<file path="src/rtl/mem_bus_arbiter.sv">
// mem_bus_arbiter
//   N-requestor arbiter in front of the single tagged memory bus. Selects one
//   requestor per cycle (fixed priority with starvation aging, or round-robin),
//   drives its command onto the bus, steers the acceptance tag back to it, and
//   routes returning load data to whichever requestor issued the tag.
//
// Ports
//   clock, reset          system clock; asynchronous active-low reset
//   req_command/addr/data per-requestor bus request (NONE=0, LOAD=1, STORE=2)
//   req_grant             one-hot, combinational: requestor owning the bus now
//   req_response          acceptance tag steered to the granted requestor
//   req_rdata/req_rtag    returning data/tag broadcast to all requestors
//   req_rvalid            one-hot: owner of the tag currently returning
//   proc2mem_*            bus command/address/store data
//   mem2proc_*            acceptance tag, returning data and its tag
//   unexpected_tag        sticky: a tag returned with no owner on record
module mem_bus_arbiter #(
    parameter int NUM_REQ         = 2,
    parameter int ARB_MODE        = 0,
    parameter int MAX_WAIT        = 8,
    parameter int MAX_OUTSTANDING = 4,
    parameter int TAG_W           = 4,
    parameter int ADDR_W          = 32,
    parameter int DATA_W          = 64
) (
    input  logic                           clock,
    input  logic                           reset,
    input  logic [NUM_REQ-1:0][1:0]        req_command,
    input  logic [NUM_REQ-1:0][ADDR_W-1:0] req_addr,
    input  logic [NUM_REQ-1:0][DATA_W-1:0] req_data,
    output logic [NUM_REQ-1:0]             req_grant,
    output logic [NUM_REQ-1:0][TAG_W-1:0]  req_response,
    output logic [DATA_W-1:0]              req_rdata,
    output logic [TAG_W-1:0]               req_rtag,
    output logic [NUM_REQ-1:0]             req_rvalid,
    output logic [1:0]                     proc2mem_command,
    output logic [ADDR_W-1:0]              proc2mem_addr,
    output logic [DATA_W-1:0]              proc2mem_data,
    input  logic [TAG_W-1:0]               mem2proc_response,
    input  logic [DATA_W-1:0]              mem2proc_data,
    input  logic [TAG_W-1:0]               mem2proc_tag,
    output logic                           unexpected_tag
);

    typedef enum logic [1:0] {
        BUS_NONE  = 2'd0,
        BUS_LOAD  = 2'd1,
        BUS_STORE = 2'd2
    } bus_cmd_e;

    localparam int IDX_W  = (NUM_REQ > 1) ? $clog2(NUM_REQ) : 1;
    localparam int OUT_W  = $clog2(MAX_OUTSTANDING + 1);
    localparam int WAIT_W = $clog2(MAX_WAIT + 1);
    localparam int NTAG   = 1 << TAG_W;

    logic [NTAG-1:0]   r_tag_valid;
    logic [IDX_W-1:0]  r_tag_owner   [NTAG];
    logic [OUT_W-1:0]  r_outstanding [NUM_REQ];
    logic [WAIT_W-1:0] r_wait        [NUM_REQ];
    logic [IDX_W-1:0]  r_rr_ptr;
    logic              r_unexpected;

    logic [NUM_REQ-1:0] w_elig;
    logic               w_gvalid;
    logic [IDX_W-1:0]   w_gidx;
    logic               w_any_aged;
    logic [IDX_W-1:0]   w_aged_idx;
    logic               w_accept;
    logic               w_gload;
    logic               w_comp;
    logic [IDX_W-1:0]   w_comp_owner;
    logic [NUM_REQ-1:0] w_inc;
    logic [NUM_REQ-1:0] w_dec;

    // (ptr + off) mod NUM_REQ; both operands are below NUM_REQ.
    function automatic logic [IDX_W-1:0] rr_idx(input logic [IDX_W-1:0] ptr,
                                                 input int unsigned     off);
        int unsigned s;
        s = 32'(ptr) + off;
        if (s >= NUM_REQ) s = s - NUM_REQ;
        return IDX_W'(s);
    endfunction

    // Loads at the outstanding limit are masked; stores never are. Nothing is
    // eligible while reset is held so grants drop immediately.
    always_comb begin
        w_elig = '0;
        for (int unsigned i = 0; i < NUM_REQ; i++) begin
            w_elig[i] = reset && (req_command[i] != BUS_NONE) &&
                        !((req_command[i] == BUS_LOAD) &&
                          (r_outstanding[i] >= OUT_W'(MAX_OUTSTANDING)));
        end
    end

    always_comb begin
        w_gvalid   = 1'b0;
        w_gidx     = '0;
        w_any_aged = 1'b0;
        w_aged_idx = '0;
        if (ARB_MODE == 0) begin
            // Ascending scan, later hits overwrite: highest index wins.
            for (int unsigned i = 0; i < NUM_REQ; i++) begin
                if (w_elig[i]) begin
                    w_gvalid = 1'b1;
                    w_gidx   = IDX_W'(i);
                end
                if (w_elig[i] && (r_wait[i] >= WAIT_W'(MAX_WAIT))) begin
                    w_any_aged = 1'b1;
                    w_aged_idx = IDX_W'(i);
                end
            end
            if (w_any_aged) w_gidx = w_aged_idx;
        end else begin
            // Scan offsets from farthest to nearest so the first eligible
            // index at or after rr_ptr is the one left standing.
            for (int unsigned k = 0; k < NUM_REQ; k++) begin
                if (w_elig[rr_idx(r_rr_ptr, NUM_REQ - 1 - k)]) begin
                    w_gvalid = 1'b1;
                    w_gidx   = rr_idx(r_rr_ptr, NUM_REQ - 1 - k);
                end
            end
        end
    end

    assign w_accept     = w_gvalid && (mem2proc_response != '0);
    assign w_gload      = w_gvalid && (req_command[w_gidx] == BUS_LOAD);
    assign w_comp       = (mem2proc_tag != '0) && r_tag_valid[mem2proc_tag];
    assign w_comp_owner = r_tag_owner[mem2proc_tag];

    always_comb begin
        req_grant        = '0;
        req_response     = '0;
        req_rvalid       = '0;
        w_inc            = '0;
        w_dec            = '0;
        proc2mem_command = BUS_NONE;
        proc2mem_addr    = '0;
        proc2mem_data    = '0;
        if (w_gvalid) begin
            req_grant[w_gidx]    = 1'b1;
            req_response[w_gidx] = mem2proc_response;
            proc2mem_command     = req_command[w_gidx];
            proc2mem_addr        = req_addr[w_gidx];
            proc2mem_data        = req_data[w_gidx];
        end
        if (w_comp) begin
            req_rvalid[w_comp_owner] = 1'b1;
            w_dec[w_comp_owner]      = 1'b1;
        end
        if (w_accept && w_gload) w_inc[w_gidx] = 1'b1;
    end

    assign req_rdata      = mem2proc_data;
    assign req_rtag       = mem2proc_tag;
    assign unexpected_tag = r_unexpected;

    always_ff @(posedge clock or negedge reset) begin
        if (!reset) begin
            r_tag_valid  <= '0;
            r_rr_ptr     <= '0;
            r_unexpected <= 1'b0;
            for (int unsigned t = 0; t < NTAG; t++) r_tag_owner[t] <= '0;
            for (int unsigned i = 0; i < NUM_REQ; i++) begin
                r_outstanding[i] <= '0;
                r_wait[i]        <= '0;
            end
        end else begin
            if ((mem2proc_tag != '0) && !r_tag_valid[mem2proc_tag]) r_unexpected <= 1'b1;
            // Clear precedes allocate so a tag retired and reissued in the
            // same cycle ends up valid under its new owner.
            if (w_comp) r_tag_valid[mem2proc_tag] <= 1'b0;
            if (w_accept && w_gload) begin
                r_tag_valid[mem2proc_response] <= 1'b1;
                r_tag_owner[mem2proc_response] <= w_gidx;
            end
            if ((ARB_MODE != 0) && w_accept) r_rr_ptr <= rr_idx(w_gidx, 1);
            for (int unsigned i = 0; i < NUM_REQ; i++) begin
                if (w_inc[i] && !w_dec[i])
                    r_outstanding[i] <= r_outstanding[i] + OUT_W'(1);
                else if (w_dec[i] && !w_inc[i])
                    r_outstanding[i] <= r_outstanding[i] - OUT_W'(1);

                if ((req_command[i] == BUS_NONE) || (w_accept && (w_gidx == IDX_W'(i))))
                    r_wait[i] <= '0;
                else if (w_elig[i] && (r_wait[i] < WAIT_W'(MAX_WAIT)))
                    r_wait[i] <= r_wait[i] + WAIT_W'(1);
            end
        end
    end

endmodule

</file>
<file path="config.mk">
export PLATFORM = sky130hd
export DESIGN_NAME = mem_bus_arbiter
export DESIGN_NICKNAME = d
export VERILOG_FILES = /design/src/rtl/mem_bus_arbiter.sv
export SDC_FILE = /design/constraint.sdc
export NUM_CORES = 1
export LEC_CHECK = 0
export CELL_PAD_IN_SITES_DETAIL_PLACEMENT = 1
export CELL_PAD_IN_SITES_GLOBAL_PLACEMENT = 1
export CORE_AREA = 2 2 176 178
export CTS_CLUSTER_SIZE = 25
export DETAILED_ROUTE_END_ITERATION = 8
export DIE_AREA = 0 0 178 180
export PLACE_DENSITY_LB_ADDON = 0.1
export SYNTH_ARGS = -nofsm -noshare
export SYNTH_HDL_FRONTEND = slang
export SYNTH_SLANG_ARGS = --single-unit
</file>
<file path="constraint.sdc">
create_clock -name clock -period 3.2 [get_ports clock]
set_input_delay 0.64 -clock clock [delete_from_list [all_inputs] [get_ports clock]]
set_output_delay 0.64 -clock clock [all_outputs]
set_load 0.01 [all_outputs]
</file>
==> metrics.txt <==
fin cells 1,130; Final min period approximately 3100 ps; Slew HR 55.6%; crit end category primary output; Avg Inst Size Synth about 9 sq um; Layout Skew between 4 and 5 ps; Synthesis Warnings 0; initial antenna violation count 2; worst slew pin tran 666 ps; leading area contributor after synthesis dfrtp_1; clock sinks 46; vias in the first global route 5,382; die area about 32,000 sq um; Area Growth Syn to Fin 93.2%; Core Region slightly above 30,000 sq um; Clock power frac approximately a fifth; total power draw slightly below 3 mW; Max H-tree Level 2; layout cells sized above 1 19.1%; DP Cell Count 1,110; Post-synth top flop dfrtp_1; Power Density around 380 nW/um^2; wire per inst 27.1 um; internal power approximately 1.9 mW; site row count between 60 and 70; Buffers on Ports 320; Critical Path AT between 2000 and 2500 ps; largest driver fanout on the critical path 17; synthesized cell area 3980 sq um; 1st-iter DRT viols around 170; grt ovf 0; status completed; Die Width around 180 um; GPL Wtd Cong 0.914; Final ANT Viol Nets 0; Seq/Total Area, Yosys between 20% and 30%; Crit Path Class in -> out; CTS tree done; Fin. Hold Viols 0; #FFs+latches synth 46; Final nets ~1.0k; first-pass GRT wire length 42,900 um; Final setup viols 0; synth unique cells 45; Synth Instances 442; Post-synth ARST share 100%; crit share post-route 97.7%; Post-Route WL between 30,000 and 40,000 um; combinational share of power between 50% and 60%; Syn Nets 720; Worst Path Required approximately 2600 ps; Post-CTS Hold Buffers 0; RSZ-0062 raised after global routing no; Vias per Instance between 4 and 5; switching part of the total a little over a third; I/O pin cnt approximately 450; Seq pwr share 28.4%; Hold Slack 398 ps; number of max-cap violations 0; CP startpoint kind input port; DR pass1 iterations 4; CTS Buf Count 5; Fmax between 0.3 and 0.4 GHz; Clock Pin Slew Worst Setup and Hold Paths around 70 ps; die height around 180 um; Tot GR Track Use about a fifth; worst-skew pair later-pin latency slightly below 300 ps; Root Driver clkbuf_16; number of flops mapped to enable cells by yosys 0; via count between 4k and 5k; drt drc 0; Place WS -620 ps; Tightest Hold Check Type reg -> reg; Static Leakage between 3 and 4 nW; Max Slew Vio Count 0; worst vdd ir between 0.2 and 0.25 mV; Initial Util about an eighth; Filler Cell Count roughly 3.5k; Net Switching between 1 and 1.5 mW; Detail Placement HPWL between 20,000 and 30,000 um; post-synth top area share ~29%; setup ws final 72.6 ps; Max Buffers Root-to-Sink 2; largest net degree at the start of global routing 47; top cells by area, synth dfrtp_1 (29%), a22o_1 (22%), buf_4 (13%)
-- synthesized netlist by cell type, drive strengths merged, types with 2 or more instances --
master,count
or2,2
mux4,7
clkbuf,20
buf,83
nand3,8
nor3,2
mux2,4
a22o,100
nand2b,4
inv,11
o31ai,12
and3,4
nor2,19
fa,2
dfrtp,46
and2,5
o21ai,53
xnor2,4
o21a,2
xor2,6
nor2b,9
nand2,17
a21oi,3
ha,6
-- final cells by class --
cell class / instances / area [sq um] / share of cell area [%]
antenna: 1 / 2.50 / 0.0325
clock buffer: 7 / 143 / 1.85
clock inverter: 1 / 5.00 / 0.0650
inverter: 11 / 46.3 / 0.602
multi-input combinational: 282 / 2200 / 28.6
sequential: 46 / 1150 / 15.0
tap: 396 / 495 / 6.44
timing repair buffer: 386 / 3650 / 47.5
-- cell usage in the layout, fill, tap and decap left out, types with 4 or more instances in the layout --
master	Yosys	routed
inv_1	10	10
nand2_1	17	16
and2_1	5	5
ha_1	6	6
nor2b_1	9	7
nand2b_1	4	4
buf_2	11	13
nor2_1	19	19
mux4_2	3	4
o21ai_0	35	35
o21ai_1	18	15
dlygate4sd2_1	0	40
clkdlybuf4s15_1	0	26
clkdlybuf4s15_2	0	6
and3_1	4	4
o31ai_1	12	12
xor2_1	6	6
buf_4	68	53
dfrtp_1	46	46
a22o_1	100	100
clkbuf_16	0	5
nand3_1	8	8
mux2_2	4	4
clkbuf_2	1	25
xnor2_1	4	4
clkdlybuf4s50_1	0	208
buf_12	0	11
-- cell families (layout without fill, tap and decap cells) --
logic type      Yosys count  count (layout)  share of synthesized area, %
buf+inv                 114             405                          17.7
compound gates          178             178                          33.4
simple gates             74              74                          9.14
flops                    46              46                          28.9
fa+ha+maj                 8               8                          2.89
other cells               0               1                             0
mux                      12              12                          5.72
xor+xnor                 10              10                          2.20
-- metal layers --
metal	global-route usage, %	vias to the layer above	share of wire, %
li1	-	2154	-
met1	21.9	2360	39
met2	33.0	226	50
met3	8.23	21	11
met4	1.77	0	0.62
met5	0	-	0
-- power groups by stage --
stage	logic (mW)	clock network, mW	registers, mW
3_3_place_gp	1.58	0	0.827
2_1_floorplan	0.720	0	0.791
3_5_place_dp	1.59	0	0.830
6_report	1.54	0.549	0.826
5_1_grt	1.67	0.585	0.844
4_1_cts	1.57	0.571	0.826
-- metrics by stage --
| stage | area [sq um] | utilization [%] | TNS, ps |
|---|---|---|---|
| 6_report | 7690 | 25.5 | 0 |
| 5_1_grt | 7690 | 25.5 | 0 |
| 4_1_cts | 7820 | 25.9 | -28.4 |
| 3_5_place_dp | 7550 | 25.0 | -41330 |
| 3_3_place_gp | 7550 | 25.0 | -38670 |
| 2_1_floorplan | 3980 | - | 0 |
-- final timing paths --
path,start,end,slack (ps),depth (start not counted)
min in group asynchronous,reset,r_outstanding[1]$_DFFE_PN0P_,620,2
max in group asynchronous,reset,r_tag_valid[10]$_DFF_PN0_,2140,2
worst max register to register,r_tag_valid[6]$_DFF_PN0_,r_outstanding[5]$_DFFE_PN0P_,310,11
worst min-delay path,r_tag_owner[15]$_DFFE_PN0P_,r_tag_owner[15]$_DFFE_PN0P_,400,0
worst min register to register,r_tag_owner[15]$_DFFE_PN0P_,r_tag_owner[15]$_DFFE_PN0P_,400,0
worst max-delay path,req_command[0],proc2mem_addr[28],70,9
-- critical path, stage by stage --
cell and delay, ps:
clkdlybuf4s50_1 430, nor2b_4 160, o21ai_2 190, mux2i_4 110
buf_12 150, buf_4 140, buf_12 140, a22o_1 220
dlygate4sd2_1 290
-- timing repair --
action,CTS,global route
setup buffers,7,2
pin swaps,1,2
gates cloned,2,0
setup endpoints to repair,110,50
resized for setup,190,65
-- flip-flops by register name, summed over array words and instances (netlist names) --
signal	flops
r_outstanding	6
r_tag_owner	16
r_tag_valid	15
r_wait	8
unexpected_tag	1
No activity file was read; power rests on OpenSTA's default activity.
